[src/rtl/adc_temp_reader.sv]
// rtl/adc_temp_reader.sv - serial thermocouple ADC reader with averaging and saturation to 999 C
module adc_temp_reader #(
  parameter int CLK_DIV       = 25,
  parameter int SAMPLE_PERIOD = 12_500_000,
  parameter int AVG_LOG2      = 2
) (
  input  logic       clock,
  input  logic       reset_sw_n,
  input  logic       sample_en,
  input  logic       adc_miso,
  output logic       adc_sclk,
  output logic       adc_cs_n,
  output logic [9:0] temp_out,
  output logic       temp_valid,
  output logic       sensor_fault
);

  localparam int PW = (SAMPLE_PERIOD > 2) ? $clog2(SAMPLE_PERIOD) : 1;
  localparam int DW = (CLK_DIV > 2) ? $clog2(CLK_DIV) : 1;
  localparam int AW = 10 + AVG_LOG2;
  localparam int CW = AVG_LOG2 + 1;

  localparam logic [PW-1:0] PER_LAST = PW'(SAMPLE_PERIOD - 1);
  localparam logic [DW-1:0] DIV_LAST = DW'(CLK_DIV - 1);
  localparam logic [CW-1:0] CNT_FULL = CW'(1 << AVG_LOG2);
  localparam logic [AW-1:0] TEMP_MAX = AW'(999);

  typedef enum logic [2:0] {IDLE, CS_SETUP, SHIFT, CS_HOLD, PROCESS} state_t;

  state_t         state;
  logic [PW-1:0]  period_cnt;
  logic [DW-1:0]  div_cnt;
  logic [3:0]     bit_cnt;
  logic [15:0]    shift_reg;
  logic [AW-1:0]  acc;
  logic [CW-1:0]  sample_cnt;

  logic           period_wrap;
  logic           div_last;
  logic           frame_fault;
  logic [9:0]     degrees;
  logic [AW-1:0]  acc_next;
  logic [AW-1:0]  avg;
  logic [CW-1:0]  cnt_next;
  logic           unused_bits;

  // Frame word layout: [14:3] is the quarter-degree code, so whole degrees are [14:5].
  assign period_wrap = (period_cnt == PER_LAST);
  assign div_last    = (div_cnt == DIV_LAST);
  assign frame_fault = shift_reg[2];
  assign degrees     = shift_reg[14:5];
  assign acc_next    = acc + AW'(degrees);
  assign cnt_next    = sample_cnt + CW'(1);
  assign avg         = acc_next >> AVG_LOG2;
  assign unused_bits = ^{shift_reg[15], shift_reg[4:3], shift_reg[1:0]};

  // Free-running conversion period counter; the FSM only looks at its wrap while idle.
  always_ff @(posedge clock or negedge reset_sw_n) begin
    if (!reset_sw_n) begin
      period_cnt <= '0;
    end else if (period_wrap) begin
      period_cnt <= '0;
    end else begin
      period_cnt <= period_cnt + PW'(1);
    end
  end

  // Frame sequencer: chip select, SCLK generation, bit capture, and decode/average.
  always_ff @(posedge clock or negedge reset_sw_n) begin
    if (!reset_sw_n) begin
      state        <= IDLE;
      adc_cs_n     <= 1'b1;
      adc_sclk     <= 1'b0;
      div_cnt      <= '0;
      bit_cnt      <= '0;
      shift_reg    <= '0;
      acc          <= '0;
      sample_cnt   <= '0;
      temp_out     <= '0;
      temp_valid   <= 1'b0;
      sensor_fault <= 1'b0;
    end else begin
      temp_valid <= 1'b0;
      case (state)
        IDLE: begin
          adc_cs_n <= 1'b1;
          adc_sclk <= 1'b0;
          if (period_wrap && sample_en) begin
            state    <= CS_SETUP;
            adc_cs_n <= 1'b0;
            div_cnt  <= '0;
            bit_cnt  <= '0;
          end
        end
        CS_SETUP: begin
          if (div_last) begin
            div_cnt <= '0;
            state   <= SHIFT;
          end else begin
            div_cnt <= div_cnt + DW'(1);
          end
        end
        SHIFT: begin
          if (div_last) begin
            div_cnt <= '0;
            if (!adc_sclk) begin
              adc_sclk  <= 1'b1;
              shift_reg <= {shift_reg[14:0], adc_miso};
            end else begin
              adc_sclk <= 1'b0;
              if (bit_cnt == 4'd15) begin
                state <= CS_HOLD;
              end else begin
                bit_cnt <= bit_cnt + 4'd1;
              end
            end
          end else begin
            div_cnt <= div_cnt + DW'(1);
          end
        end
        CS_HOLD: begin
          adc_sclk <= 1'b0;
          if (div_last) begin
            div_cnt  <= '0;
            adc_cs_n <= 1'b1;
            state    <= PROCESS;
          end else begin
            div_cnt <= div_cnt + DW'(1);
          end
        end
        PROCESS: begin
          state <= IDLE;
          if (frame_fault) begin
            sensor_fault <= 1'b1;
          end else begin
            sensor_fault <= 1'b0;
            if (cnt_next == CNT_FULL) begin
              temp_out   <= (avg > TEMP_MAX) ? 10'd999 : avg[9:0];
              temp_valid <= 1'b1;
              acc        <= '0;
              sample_cnt <= '0;
            end else begin
              acc        <= acc_next;
              sample_cnt <= cnt_next;
            end
          end
        end
        default: begin
          state    <= IDLE;
          adc_cs_n <= 1'b1;
          adc_sclk <= 1'b0;
        end
      endcase
    end
  end

endmodule
[config.mk]
export PLATFORM = sky130hd
export DESIGN_NAME = adc_temp_reader
export DESIGN_NICKNAME = d
export VERILOG_FILES = /design/src/rtl/adc_temp_reader.sv
export SDC_FILE = /design/constraint.sdc
export NUM_CORES = 1
export LEC_CHECK = 0
export CAP_MARGIN = 20
export CORE_ASPECT_RATIO = 1.5
export CORE_MARGIN = 3
export CORE_UTILIZATION = 40
export CTS_CLUSTER_DIAMETER = 50
export CTS_CLUSTER_SIZE = 12
export DETAILED_ROUTE_END_ITERATION = 16
export PLACE_DENSITY = 0.64
export SLEW_MARGIN = 5
export SYNTH_ARGS = -nofsm -noshare
export SYNTH_HDL_FRONTEND = slang
export SYNTH_SLANG_ARGS = --single-unit
[constraint.sdc]
create_clock -name clock -period 3.42 [get_ports clock]
set_input_delay 0.513 -clock clock [delete_from_list [all_inputs] [get_ports clock]]
set_output_delay 0.513 -clock clock [all_outputs]
set_load 0.005 [all_outputs]
Word level (Yosys, flattened, before mapping)
Cells that the tools add are included.
{ "classes": {"addsub": 5, "n_lt_le_gt_ge": 1, "n_eq_ne": 15, "mux": 29, "n_bitwise": 4, "reduce_logical": 15} }
{ "op_table": {"columns": ["cell", "n"], "rows": [
  ["$add A24 B1 Y24 const B", 1],
  ["$eq A24 B24 Y1 const B", 1],
  ["$mux W24", 1],
  ["$mux W3", 7],
  ["$mux W4", 4],
  ["$ne A2 B2 Y1 const B", 7],
  ["$add A12 B10 Y12", 1],
  ["$mux W12", 1],
  ["$pmux W3 S4", 1],
  ["$gt A10 B10 Y1 const B", 1],
  ["$mux W10", 1],
  ["$mux W5", 2],
  ["$pmux W5 S2", 1],
  ["$mux W1", 8],
  ["$pmux W4 S2", 1],
  ["$reduce_and A2 Y1", 4],
  ["$eq A3 B2 Y1 const B", 2],
  ["$eq A3 B3 Y1 const B", 2],
  ["$reduce_and A3 Y1", 2],
  ["$reduce_and A6 Y1", 1],
  ["$reduce_or A3 Y1", 2],
  ["$add A5 B1 Y5 const B", 1],
  ["$eq A5 B5 Y1 const B", 1],
  ["$reduce_and A5 Y1", 1],
  ["other kinds (11)", 15]
]} }
{ "word_totals": {"regBits": 80, "inputBits": 4, "out_inout_bits": 14} }

Logic depth before layout (Yosys ltp)
{ "logic_depth": {"word_depth": 5, "ltp_mapped": 9, "mapped_depth_nobuf": 8} }

Worst setup path after synthesis
No wires, ideal clock.
{ "synth_path": {"path_kind": "register to register", "startpoint": "register shift_reg[8]", "endpoint": "register temp_out[3]", "setup_ns": 0.077, "arrival_ns": 2.128, "required_ns": 3.343, "setup_slack_ns": 1.215, "path_stages_with_launch": 8, "n_path_buf": 0, "period_less_slack_ns": 2.205, "cell_sequence": "dfrtp_1 > ha_1 > a21o_1 > a221o_2 > or3_1 > o311a_1 > and3_1 > a21oi_1"} }
{ "synth_via": {"elab_chain_cells": 3} }
{ "synth_rtl": {"columns": ["item", "line_no", "rtl"], "rows": [
  ["start: declaration", "34", "logic [15:0] shift_reg;"],
  ["start signal: assignment", "108", "shift_reg <= {shift_reg[14:0], adc_miso};"],
  ["$add A12 B10 Y12 (*)", "52", "assign acc_next = acc + AW'(degrees);"],
  ["$gt A10 B10 Y1", "138", "temp_out <= (avg > TEMP_MAX) ? 10'd999 : avg[9:0];"],
  ["$mux W10 (*)", "138", null],
  ["end signal: assignment", "138", null],
  ["end: declaration", "13", "output logic [9:0] temp_out,"]
]} }
Mark *: on every way between the ends. The rest lies on a longest branch, timed or not.
A chain may end at the register's enable or synchronous reset.

Final worst setup path
{ "layout_path": {"startpoint": "register shift_reg[8]", "endpoint": "register temp_out[0]"} }
{ "layout_via": {"elab_chain_cells": 3} }
{ "layout_rtl": {"columns": ["item", "line_no"], "rows": [
  ["$add A12 B10 Y12", "52"],
  ["$gt A10 B10 Y1", "138"],
  ["$mux W10", "138"]
]} }
No other way between the ends.

==> flow_metrics.env <==
export IMPL_cts_made_buffers=9
export IMPL_cp_start_kind="flop"
export IMPL_die_w_um=88.9
export IMPL_ioPinCount=18
export IMPL_synth_top_area_share_pct=47.9
export IMPL_cts_sinks=80
export IMPL_maxSlewViolCount=0
export IMPL_powerDensity_nw_per_um2=400
export IMPL_async_flop_share_pct=100
export IMPL_diodes=0
export IMPL_drive_gt1_share_pct=12.9
export IMPL_largest_register_ffs=24
export IMPL_netlist_area_um2=4130
export IMPL_r2r_cells=7
export IMPL_h_tree_depth=3
export IMPL_cp_arrival_ns=2.74
export IMPL_routed_wl_mm=8.17
export IMPL_crit_type="flop to flop"
export IMPL_antenna_found_initial=0
export IMPL_tns_ns=0
export IMPL_skew_ns=0.00652
export IMPL_min_period_over_period_pct=72.8
export IMPL_end_kind="flop"
export IMPL_ys_warnings_count=0
export IMPL_start_util_pct=41.9
export IMPL_tightestPinTransition_ns=0.649
export IMPL_synth_seq_cells=80
export IMPL_cts_resized_gates=0
export IMPL_cp_required_ns=3.67
export IMPL_cts_root_buf="clkbuf_16"
export IMPL_remaining_drc_errors=0
export IMPL_post_drt_wl_per_cell_um=15.5
export IMPL_dpl_cell_count=509
export IMPL_clk_latency_ns=0.33
export IMPL_finalCriticalPeriod_ns=2.49
export IMPL_num_rows=44
export IMPL_coreArea_um2=9850
export IMPL_synth_nets=409
export IMPL_reg2reg_slack_ns=0.93
export IMPL_outcome="finished clean"
export IMPL_hold_buffers=0
export IMPL_r2r_end="temp_out[0]"
export IMPL_die_area_um2=11600
export IMPL_fin_area_um2=4720
export IMPL_grt_pass1_wl_mm=14.0
export IMPL_ys_flop_type="dfrtp_1"
export IMPL_cts_buffer_depth=2
export IMPL_whs_ns=0.0116
export IMPL_grt_max_degree=81
export IMPL_die_h_um=130
export IMPL_dr_pass1_iters=4
export IMPL_drt_vias_per_instance=5.52
export IMPL_rsz0062_at_grt="no"
export IMPL_hold_class="primary input to async pin"
export IMPL_routabilityCongestion=0.789
export IMPL_syn_area_per_cell_um2=10.7
export IMPL_path_clk_slew_ns=0.06
export IMPL_post_cts_buffers=0
export IMPL_path_max_fanout=7
export IMPL_setup_violations=0
export IMPL_nNetsFinal=428
export IMPL_grt_total_usage_pct=15.5
export IMPL_synth_area_leaders="dfrtp_1 (48%), mux2_2 (6.0%), ha_1 (5.2%)"
export IMPL_max_vdd_ir_drop_uv=244
export IMPL_synth_seq_area_share_pct=48.6
export IMPL_maxCapViolCount=0
export IMPL_io_buffer_count=17
export IMPL_final_common_cell="dfrtp_1"
export IMPL_final_cells=526
export IMPL_syn2layout_area_growth_pct=14.4
export IMPL_ys_types=55
export IMPL_final_cell_mix="dfrtp_1 (79), nor2_1 (37), nand2_1 (28), mux2_2 (22), xor2_1 (19)"
export IMPL_p_leak_nw=2.20
export IMPL_reg2reg_from="shift_reg[8]"
export IMPL_hold_viol_final=0
export IMPL_yosysTopAreaCell="dfrtp_1"
export IMPL_route_vias_total=2904
export IMPL_max_clock_freq_ghz=0.401
export IMPL_drt_initial_drc_count=172
export IMPL_ant_nets=0
export IMPL_grt_pass1_vias=3008
export IMPL_syn_inst=387
export IMPL_cts_tree="built"
export IMPL_slew_headroom_pct=56.1
export IMPL_grt_overflow=0
export IMPL_synth_edf_count=0
export IMPL_detailed_place_hpwl_mm=5.69
export IMPL_place_area_um2=4400
final cells by class:
cell class | count | area, um^2
clock buffer | 14 | 274
clock inverter | 2 | 12.5
fill | 870 | 5140
inverter | 13 | 48.8
multi-input combinational | 282 | 2030
sequential | 80 | 2000
tap | 115 | 144
timing repair buffer | 20 | 210
where the power goes:
part | total (mW) | internal (mW) | switching (mW)
combinational | 0.0269 | 0.00704 | 0.0199
sequential | 0.949 | 0.948 | 0.000952
clock | 0.913 | 0.550 | 0.362
total | 1.89 | 1.51 | 0.383
routing by layer:
layer,vias up,wire length (um),GRT usage [%]
met5,-,0,0
met4,0,218,6.76
met3,17,245,3.51
met2,47,4140,26.5
met1,1422,3570,18.4
li1,1418,-,-
cells by family (layout without fill, tap and decap cells):
logic type	Yosys count	after routing	synth area share, %
compound gates	67	67	11.2
xor+xnor	37	37	7.86
fa+ha+maj	18	18	5.64
buf+inv	25	49	2.34
flops	80	80	48.6
mux	27	27	7.22
simple gates	133	133	17.2
synth_stat cells, types with 2 or more instances:
library cell,count
a211oi_1,3
a21o_1,10
a21oi_1,11
a22o_1,9
a31oi_1,2
and2_1,2
and3_1,4
and4_1,2
and4b_1,2
buf_2,2
clkbuf_1,10
dfrtp_1,79
ha_1,17
inv_1,12
mux2_2,22
mux2i_1,5
nand2_1,28
nand2b_1,3
nand3_1,17
nand4_1,12
nor2_1,37
nor3_1,6
nor4_2,2
nor4b_1,3
o21ai_0,18
o31ai_1,2
or2_2,2
or3_1,3
xnor2_1,18
xor2_1,19
how the worst max path moves through the flow:
stage | start | end | slack [ns] | depth (start not counted)
after floorplan | shift_reg[8] | temp_out[3] | 1.21 | 7
after global placement | shift_reg[8] | temp_out[0] | 0.98 | 7
after detailed placement | shift_reg[8] | temp_out[0] | 0.94 | 7
after global routing | shift_reg[8] | temp_out[0] | 0.75 | 7
final | shift_reg[8] | temp_out[0] | 0.93 | 7
after CTS | shift_reg[8] | temp_out[0] | 0.93 | 7
worst max-delay path: stages (launching register included):
cell	delay (ns)
dfrtp_1	0.39
ha_1	0.38
a21o_1	0.23
a221o_2	0.47
a221oi_2	0.27
xnor2_1	0.25
nand3_1	0.20
o21ai_0	0.21
stage by stage:
stage	setup slack (ns)	power [mW]	util, %
global route	0.752	1.96	47.9
floorplan	1.21	0.968	-
detailed placement	0.943	0.991	44.7
CTS	0.928	1.92	47.6
global placement	0.977	0.990	44.7
finish	0.929	1.89	47.9
Note: power is estimated with default switching activity, not from simulation.
